**src/rtl/seg7_scan_driver.sv**
```systemverilog
// seg7_scan_driver: time-multiplexed hex display driver; define SEG7_LEADING_ZERO_BLANK_EN to blank leading zeros
module seg7_scan_driver #(
  parameter int DIGITS     = 4,
  parameter int SCAN_DIV   = 50000,
  parameter int GAP_CYCLES = 0
) (
  input  logic                  clk,
  input  logic                  rst_n,
  input  logic                  shift_en,
  input  logic [3:0]            shift_nibble,
  input  logic                  wr_en,
  input  logic [4*DIGITS-1:0]   wr_data,
  input  logic [DIGITS-1:0]     blank,
  input  logic [DIGITS-1:0]     dp_in,
  output logic [DIGITS-1:0]     gnds,
  output logic [6:0]            display,
  output logic                  dp,
  output logic                  frame_tick
);
  localparam int DW   = 4 * DIGITS;
  localparam int IW   = DIGITS > 1 ? $clog2(DIGITS) : 1;
  localparam int CMAX = SCAN_DIV > GAP_CYCLES ? SCAN_DIV : GAP_CYCLES;
  localparam int CW   = CMAX > 1 ? $clog2(CMAX) : 1;
  localparam logic [CW-1:0] SHOW_LAST = CW'(SCAN_DIV - 1);
  localparam logic [CW-1:0] GAP_LAST  = CW'(GAP_CYCLES > 0 ? GAP_CYCLES - 1 : 0);
  localparam logic [IW-1:0] IDX_LAST  = IW'(DIGITS - 1);
`ifdef SEG7_LEADING_ZERO_BLANK_EN
  localparam bit LZ_EN = 1'b1;
`else
  localparam bit LZ_EN = 1'b0;
`endif

  typedef enum logic {SHOW, GAP} state_t;

  state_t                 state_q, state_d;
  logic [IW-1:0]          idx_q, idx_d, idx_nx;
  logic [CW-1:0]          cnt_q, cnt_d;
  logic [DW-1:0]          data_q, data_d;
  logic [DIGITS-1:0][3:0] snap_q;
  logic [DIGITS-1:0]      snap_dp_q;
  logic                   snap_en;
  logic [DIGITS-1:0]      lz;
  logic                   show, hide;
  logic [DIGITS-1:0]      gnds_d;
  logic [6:0]             display_d;
  logic                   dp_d, tick_d;

  function automatic logic [6:0] hex_font(input logic [3:0] n);
    case (n)
      4'h0: return 7'b1111110;
      4'h1: return 7'b0110000;
      4'h2: return 7'b1101101;
      4'h3: return 7'b1111001;
      4'h4: return 7'b0110011;
      4'h5: return 7'b1011011;
      4'h6: return 7'b1011111;
      4'h7: return 7'b1110000;
      4'h8: return 7'b1111111;
      4'h9: return 7'b1111011;
      4'hA: return 7'b1110111;
      4'hB: return 7'b0011111;
      4'hC: return 7'b1001110;
      4'hD: return 7'b0111101;
      4'hE: return 7'b1001111;
      default: return 7'b1000111;
    endcase
  endfunction

  // value register: a full-word write beats a nibble shift
  always_comb begin
    data_d = wr_en ? wr_data : shift_en ? DW'({data_q, shift_nibble}) : data_q;
  end

  // scan sequencing: lit period per digit, optional dark gap, snapshot when digit 0 comes round
  always_comb begin
    idx_nx  = idx_q == IDX_LAST ? '0 : idx_q + 1'b1;
    state_d = state_q;
    idx_d   = idx_q;
    cnt_d   = cnt_q + 1'b1;
    snap_en = 1'b0;
    if (state_q == SHOW && cnt_q == SHOW_LAST) begin
      cnt_d = '0;
      if (GAP_CYCLES > 0) begin
        state_d = GAP;
      end else begin
        idx_d   = idx_nx;
        snap_en = idx_nx == '0;
      end
    end else if (state_q == GAP && cnt_q == GAP_LAST) begin
      cnt_d   = '0;
      state_d = SHOW;
      idx_d   = idx_nx;
      snap_en = idx_nx == '0;
    end
  end

  // digit i>0 counts as a leading zero when it and every higher nibble are zero
  always_comb begin
    lz = '0;
    for (int i = 1; i < DIGITS; i++) lz[i] = LZ_EN && ((snap_q >> (4 * i)) == '0);
  end

  // pin decode of the current scan position; registered below for glitch-free pins
  always_comb begin
    show      = state_q == SHOW;
    hide      = blank[idx_q] | lz[idx_q];
    gnds_d    = show ? ~(DIGITS'(1) << idx_q) : '1;
    display_d = show && !hide ? hex_font(snap_q[idx_q]) : '0;
    dp_d      = show && !blank[idx_q] && snap_dp_q[idx_q];
    tick_d    = show && idx_q == '0 && cnt_q == '0;
  end

  // state, value, snapshot and output registers
  always_ff @(posedge clk) begin
    if (!rst_n) begin
      state_q    <= SHOW;
      idx_q      <= '0;
      cnt_q      <= '0;
      data_q     <= '0;
      snap_q     <= '0;
      snap_dp_q  <= '0;
      gnds       <= '1;
      display    <= '0;
      dp         <= 1'b0;
      frame_tick <= 1'b0;
    end else begin
      state_q    <= state_d;
      idx_q      <= idx_d;
      cnt_q      <= cnt_d;
      data_q     <= data_d;
      snap_q     <= snap_en ? data_q : snap_q;
      snap_dp_q  <= snap_en ? dp_in : snap_dp_q;
      gnds       <= gnds_d;
      display    <= display_d;
      dp         <= dp_d;
      frame_tick <= tick_d;
    end
  end
endmodule

```
**config.mk**
```make
export PLATFORM = sky130hd
export DESIGN_NAME = seg7_scan_driver
export DESIGN_NICKNAME = d
export VERILOG_FILES = /design/src/rtl/seg7_scan_driver.sv
export SDC_FILE = /design/constraint.sdc
export NUM_CORES = 1
export LEC_CHECK = 0
export CORE_MARGIN = 4
export CORE_UTILIZATION = 50
export DETAILED_ROUTE_END_ITERATION = 8
export DONT_BUFFER_PORTS = 1
export PLACE_DENSITY_LB_ADDON = 0.1
export SYNTH_ARGS = -nofsm -noshare
export SYNTH_HDL_FRONTEND = slang
export SYNTH_SLANG_ARGS = --single-unit
```
**constraint.sdc**
```tcl
create_clock -name clk -period 3.8 [get_ports clk]
set_clock_uncertainty 0.05 [all_clocks]
set_input_delay 0.76 -clock clk [delete_from_list [all_inputs] [get_ports clk]]
set_output_delay 0.76 -clock clk [all_outputs]
set_load 0.05 [all_outputs]
```
* Word-level counts from Yosys, hierarchy flattened
Memory sizes are Yosys's and may differ from the RTL's. A register that Yosys moved wholly into a read port is not among the register bits. Cells that the tools add are included.
Cells by class: reduce and logical (&&, ||, !) cells 11, $add $sub $neg 2, multiplexer cells 13, shifts and indexed selects 1, bitwise logic cells 3, equality and inequality tests 2, order comparisons 1
Operators with widths (number):
- two-way mux 16 bit | 2
- adder 16 x 1 -> 16 bit (second input constant) | 1
- equality test 16 bit (second input constant) | 1
- logical NOT 16 bit | 1
- binary-select mux 4 bit (select 2 bit) | 1
- binary-select mux 1 bit (select 2 bit) | 3
- logical NOT 2 bit | 2
- two-way mux 1 bit | 4
- two-way mux 2 bit | 2
- two-way mux 4 bit | 1
- NOT 4 bit | 1
- left shift 1 x 2 -> 4 bit (first input constant) | 1
- logical NOT 1 bit | 3
- less-than comparator 2 x 3 -> 1 bit (second input constant) | 1
- adder 2 x 1 -> 2 bit (second input constant) | 1
- equality test 2 bit (second input constant) | 1
- logical AND 1 bit | 2
- AND reduction 2 bit | 1
- nonzero test 2 bit | 1
- OR reduction 2 bit | 1
- NOT 1 bit | 1
- bitwise OR 1 bit | 1
Word-level totals: bits in read-only memories 112, register bits 60, memories 1, word-level logic and storage cells 45
Memories:
- (name not given) | depth 16, bits a word 7, rd ports 1, clocked after memory_dff 1, write ports 0, line 49 | case (n)

* Logic depth before layout (Yosys ltp)
word-level depth 6, depth in mapped cells 7, gate-level depth less buffers 6

* Least setup slack after synthesis
Ideal clock, no wire load.
path kind flip-flop to flip-flop, start reg idx_q[1], end reg display[6], required time 3.685 ns, buffers on the path 1, period minus slack after synthesis 2.276 ns, setup slack 1.524 ns, cell stages (with the launch flop) 7, data arrival time 2.162 ns, cells stage by stage dfxtp_1 clkbuf_1 mux4_2 ha_1 or3b_2 o221a_2 nor2_1
On the way: word-level cells in the longest chain between the ends 6, elaborated cells on any way between the ends 10, classes of those cells mux (6); bitwise (1); reduce/logical (3)
Ends and longest elaborated chain:
- start: declaration | line 36 | logic [IW-1:0] idx_q, idx_d, idx_nx;
- start signal: assignment | line 128 | idx_q <= idx_d;
- binary-select mux 1 bit (select 2 bit) | line 106 | hide = blank[idx_q] | lz[idx_q];
- two-way mux 1 bit (not written as such) | line 106
- bitwise OR 1 bit | line 106
- logical NOT 1 bit | line 108 | display_d = show && !hide ? hex_font(snap_q[idx_q]) : '0;
- AND reduction 2 bit (no line)
- logical NOT 1 bit (no line)
- end: declaration | line 16 | output logic [6:0] display,
Parallel ways exist; a longest one is shown, timed or not. The select of a mux whose other input is x is not followed. A chain may end at the register's enable or synchronous reset.

* Worst setup path in the final report
start reg cnt_q[4], end reg cnt_q[4]
On the way: word-level cells in the longest chain between the ends 2, elaborated cells on any way between the ends 3, classes of those cells add/sub (1); eq/ne (1); reduce/logical (1)
Ends and longest elaborated chain:
- start: declaration | line 37 | logic [CW-1:0] cnt_q, cnt_d;
- start signal: assignment | line 129 | cnt_q <= cnt_d;
- branches (longest 2 deep; another with adder 16 x 1 -> 16 bit)
Several ways; the timed one is not identified.

==> impl_metrics.yaml <==
synthesis:
  synth-edff-count: 0
  yosys_warnings: 0
  yosys-top-cells-area: "dfxtp_1 42%, a21oi_1 6.5%, nor2_1 6.3%"
  synth_cells: 358
  synth_fp_nets: 404
  yosysSeqAreaShare_pct: 42.2
  ys_ff_latch: 67
  syn_avg_cell_area_um2: 8.87
  synth_common_cells: "67 x dfxtp_1, 53 x nor2_1, 41 x a21oi_1, 27 x nand4_1, 25 x clkbuf_1"
  ys.flop_type: "dfxtp_1"
  synth.largest_area_cell: "dfxtp_1"
  syn_area_mm2: 0.00318
  yosysMostFrequentCell: "dfxtp_1"
  synth_top_area_share_pct: 42.2
  ys_async_sr_fraction_pct: 0
  ys_types: 33
grt:
  top_usage_layer: "met2"
  grt_pass1_vias: 2304
  use_met1_pct: 26.3
  grtUsageMet3_pct: 4.70
  grt_max_degree: 40
  grt_pass1_wl_um: 11200
  grt_use_total_pct: 18.6
  antenna_found_initial: 0
  use_met2_pct: 26.8
  overflow: 0
placed_design:
  io_buffers: 0
  post-place-ws_ns: 0.960
  finalWeightedCongestion: 0.849
  place_area_mm2: 0.00318
  dp_hpwl_um: 4500
clocking:
  cts_hold_buf: 0
  cts_buffer_depth: 2
  cts_htree_levels: 3
  cts_resized: 0
  clk_latency_ns: 0.34
  cts_buffers: 9
  post_cts_buffers: 0
  cts_tree: "done"
  clk_pin_slew_ns: 0.07
  cts_root_buf: "clkbuf_8"
  cts_sinks: 67
route:
  ant_nets: 0
  dr_total_vias: 2483
  wl_per_cell_um: 16.0
  drc: 0
  drt_first_pass_iters: 4
  via_per_inst: 5.87
  initialDrtViolationCount: 195
  routed_wl_um: 6780
layout:
  drive_gt1_share_pct: 8.33
  syn2layout_area_growth_pct: 5.56
  n_fill_cell: 580
  seqCellArea_mm2: 0.00134
  diodes: 0
  nets: 389
  design_area_mm2: 0.00335
  multi_input_comb_area_mm2: 0.00167
timing:
  fin_ws_ns: 0.904
  timing.setup.tns_ns: 0
  hold_violations: 0
  setup_viol: 0
  period_minus_slack_ns: 2.90
  maxSlewHeadroom_pct: 46.2
  fin_crit_sh_pct: 76.2
  slew_violations: 0
  max_freq_mhz: 345
  rsz0062_at_grt: "no"
  tightest_slew_ns: 0.807
floorplanning:
  start_util_pct: 52.7
  die_height_um: 87.7
  die_x_um: 87.7
  core_mm2: 0.00603
  io_pins: 45
  placementRows: 28
  die_area_mm2: 0.00769
setup_path:
  crit_arrival_ns: 3.04
  crit_path_max_fanout: 24
  cp-start-kind: "flop"
  crit_required_ns: 3.94
  crit_type: "flop to flop"
  cp-end-kind: "flop"
flow_run:
  maxCapViolations: 0
power:
  p_leak_uw: 0.00122
  p_per_area_mw_per_mm2: 396
  ir_drop_mv: 0.196
min_path:
  hold_path_class: "flop to flop"
run_status:
  status: "complete, no violations"
[final cells by class]
cell class              instances  share of cell area (%)
multi-input cells             249                    49.9
flip-flops and latches         67                    40.0
clock buffers                  11                    4.22
well taps                      75                    2.80
inverters                      12                    1.34
repair buffers                  4                   0.896
clock inverters                 5                   0.859
[path summary, 6_finish.rpt]
path / startpoint / endpoint / slack (ns) / cells after the start
min reg2reg: snap_q[11] / snap_q[11] / 0.41 / 2
max: cnt_q[4] / cnt_q[4] / 0.90 / 4
max reg2reg: cnt_q[4] / cnt_q[4] / 0.90 / 4
min: snap_q[11] / snap_q[11] / 0.41 / 2
[cell usage in the layout, fill, tap and decap left out]
cell / netlist / final
inv_1: 12 / 12
dfxtp_1: 67 / 67
nand2_1: 10 / 10
o21ai_0: 6 / 6
a21oi_1: 41 / 41
o31ai_1: 21 / 21
nand4_1: 27 / 27
nor3_2: 0 / 1
nor2b_1: 2 / 2
nand3_1: 8 / 8
a211o_1: 1 / 1
o221a_2: 1 / 1
xor2_1: 6 / 6
ha_1: 14 / 14
clkinv_4: 0 / 1
nor3_1: 4 / 3
nor2_1: 53 / 53
mux2i_1: 18 / 18
clkinv_2: 0 / 4
nor4_1: 3 / 3
o21ai_2: 1 / 1
and4_1: 1 / 1
nand2b_1: 3 / 3
or3b_2: 1 / 1
clkbuf_8: 0 / 10
clkbuf_1: 25 / 1
or4_1: 4 / 4
and3_1: 4 / 4
o211ai_1: 1 / 1
mux4_2: 6 / 6
and2_1: 1 / 1
or3_1: 2 / 2
xnor2_1: 7 / 7
buf_4: 0 / 4
a221oi_1: 3 / 3
[stage by stage]
step	total power, uW	std cells	utilization (%)	hold WS, ns
final	1330	423	55.6	0.414
after global routing	1380	423	55.6	0.428
after CTS	1330	423	55.6	0.414
after detailed placement	818	407	52.8	0.404
after global placement	816	407	52.8	0.398
after floorplan	814	358	-	0.388
[critical path, stage by stage, from the launching register on]
cell and delay, ns:
dfxtp_1 0.42, or4_1 0.57, or4_1 0.92, o21ai_2 0.66, nor2_1 0.14
[report_power, final]
part           internal, uW  switching [uW]  total, uW
Combinational          23.7            25.7       49.4
Clock                   251             274        526
Sequential              720            31.7        752
[logic make-up (layout without fill, tap and decap cells)]
logic type / Yosys count / after routing / share of synthesized area [%]
adder cells (fa/ha/maj): 14 / 14 / 5.52
multiplexers: 24 / 24 / 9.93
AND/OR/NAND/NOR: 123 / 123 / 19.1
buffers and inverters: 42 / 32 / 5.28
flip-flops: 67 / 67 / 42.2
XOR/XNOR: 13 / 13 / 3.59
AO/OA/AOI/OAI: 75 / 75 / 14.3
[flip-flops by register name, indices dropped and copies added (netlist names)]
register and cells:
cnt_q 16, data_q 16, display 7, dp 1, frame_tick 1, gnds 4, idx_q 2, snap_dp_q 4
snap_q 16
[metal layers]
| metal | vias up | part of all wire [%] | routed length (um) |
|---|---|---|---|
| met4 | 0 | 1.6 | 108 |
| met5 | - | 0 | 0 |
| met1 | 1163 | 49 | 3310 |
| li1 | 1251 | - | - |
| met3 | 10 | 5.5 | 372 |
| met2 | 59 | 44 | 2990 |
Note: power is estimated with default switching activity, not from simulation.
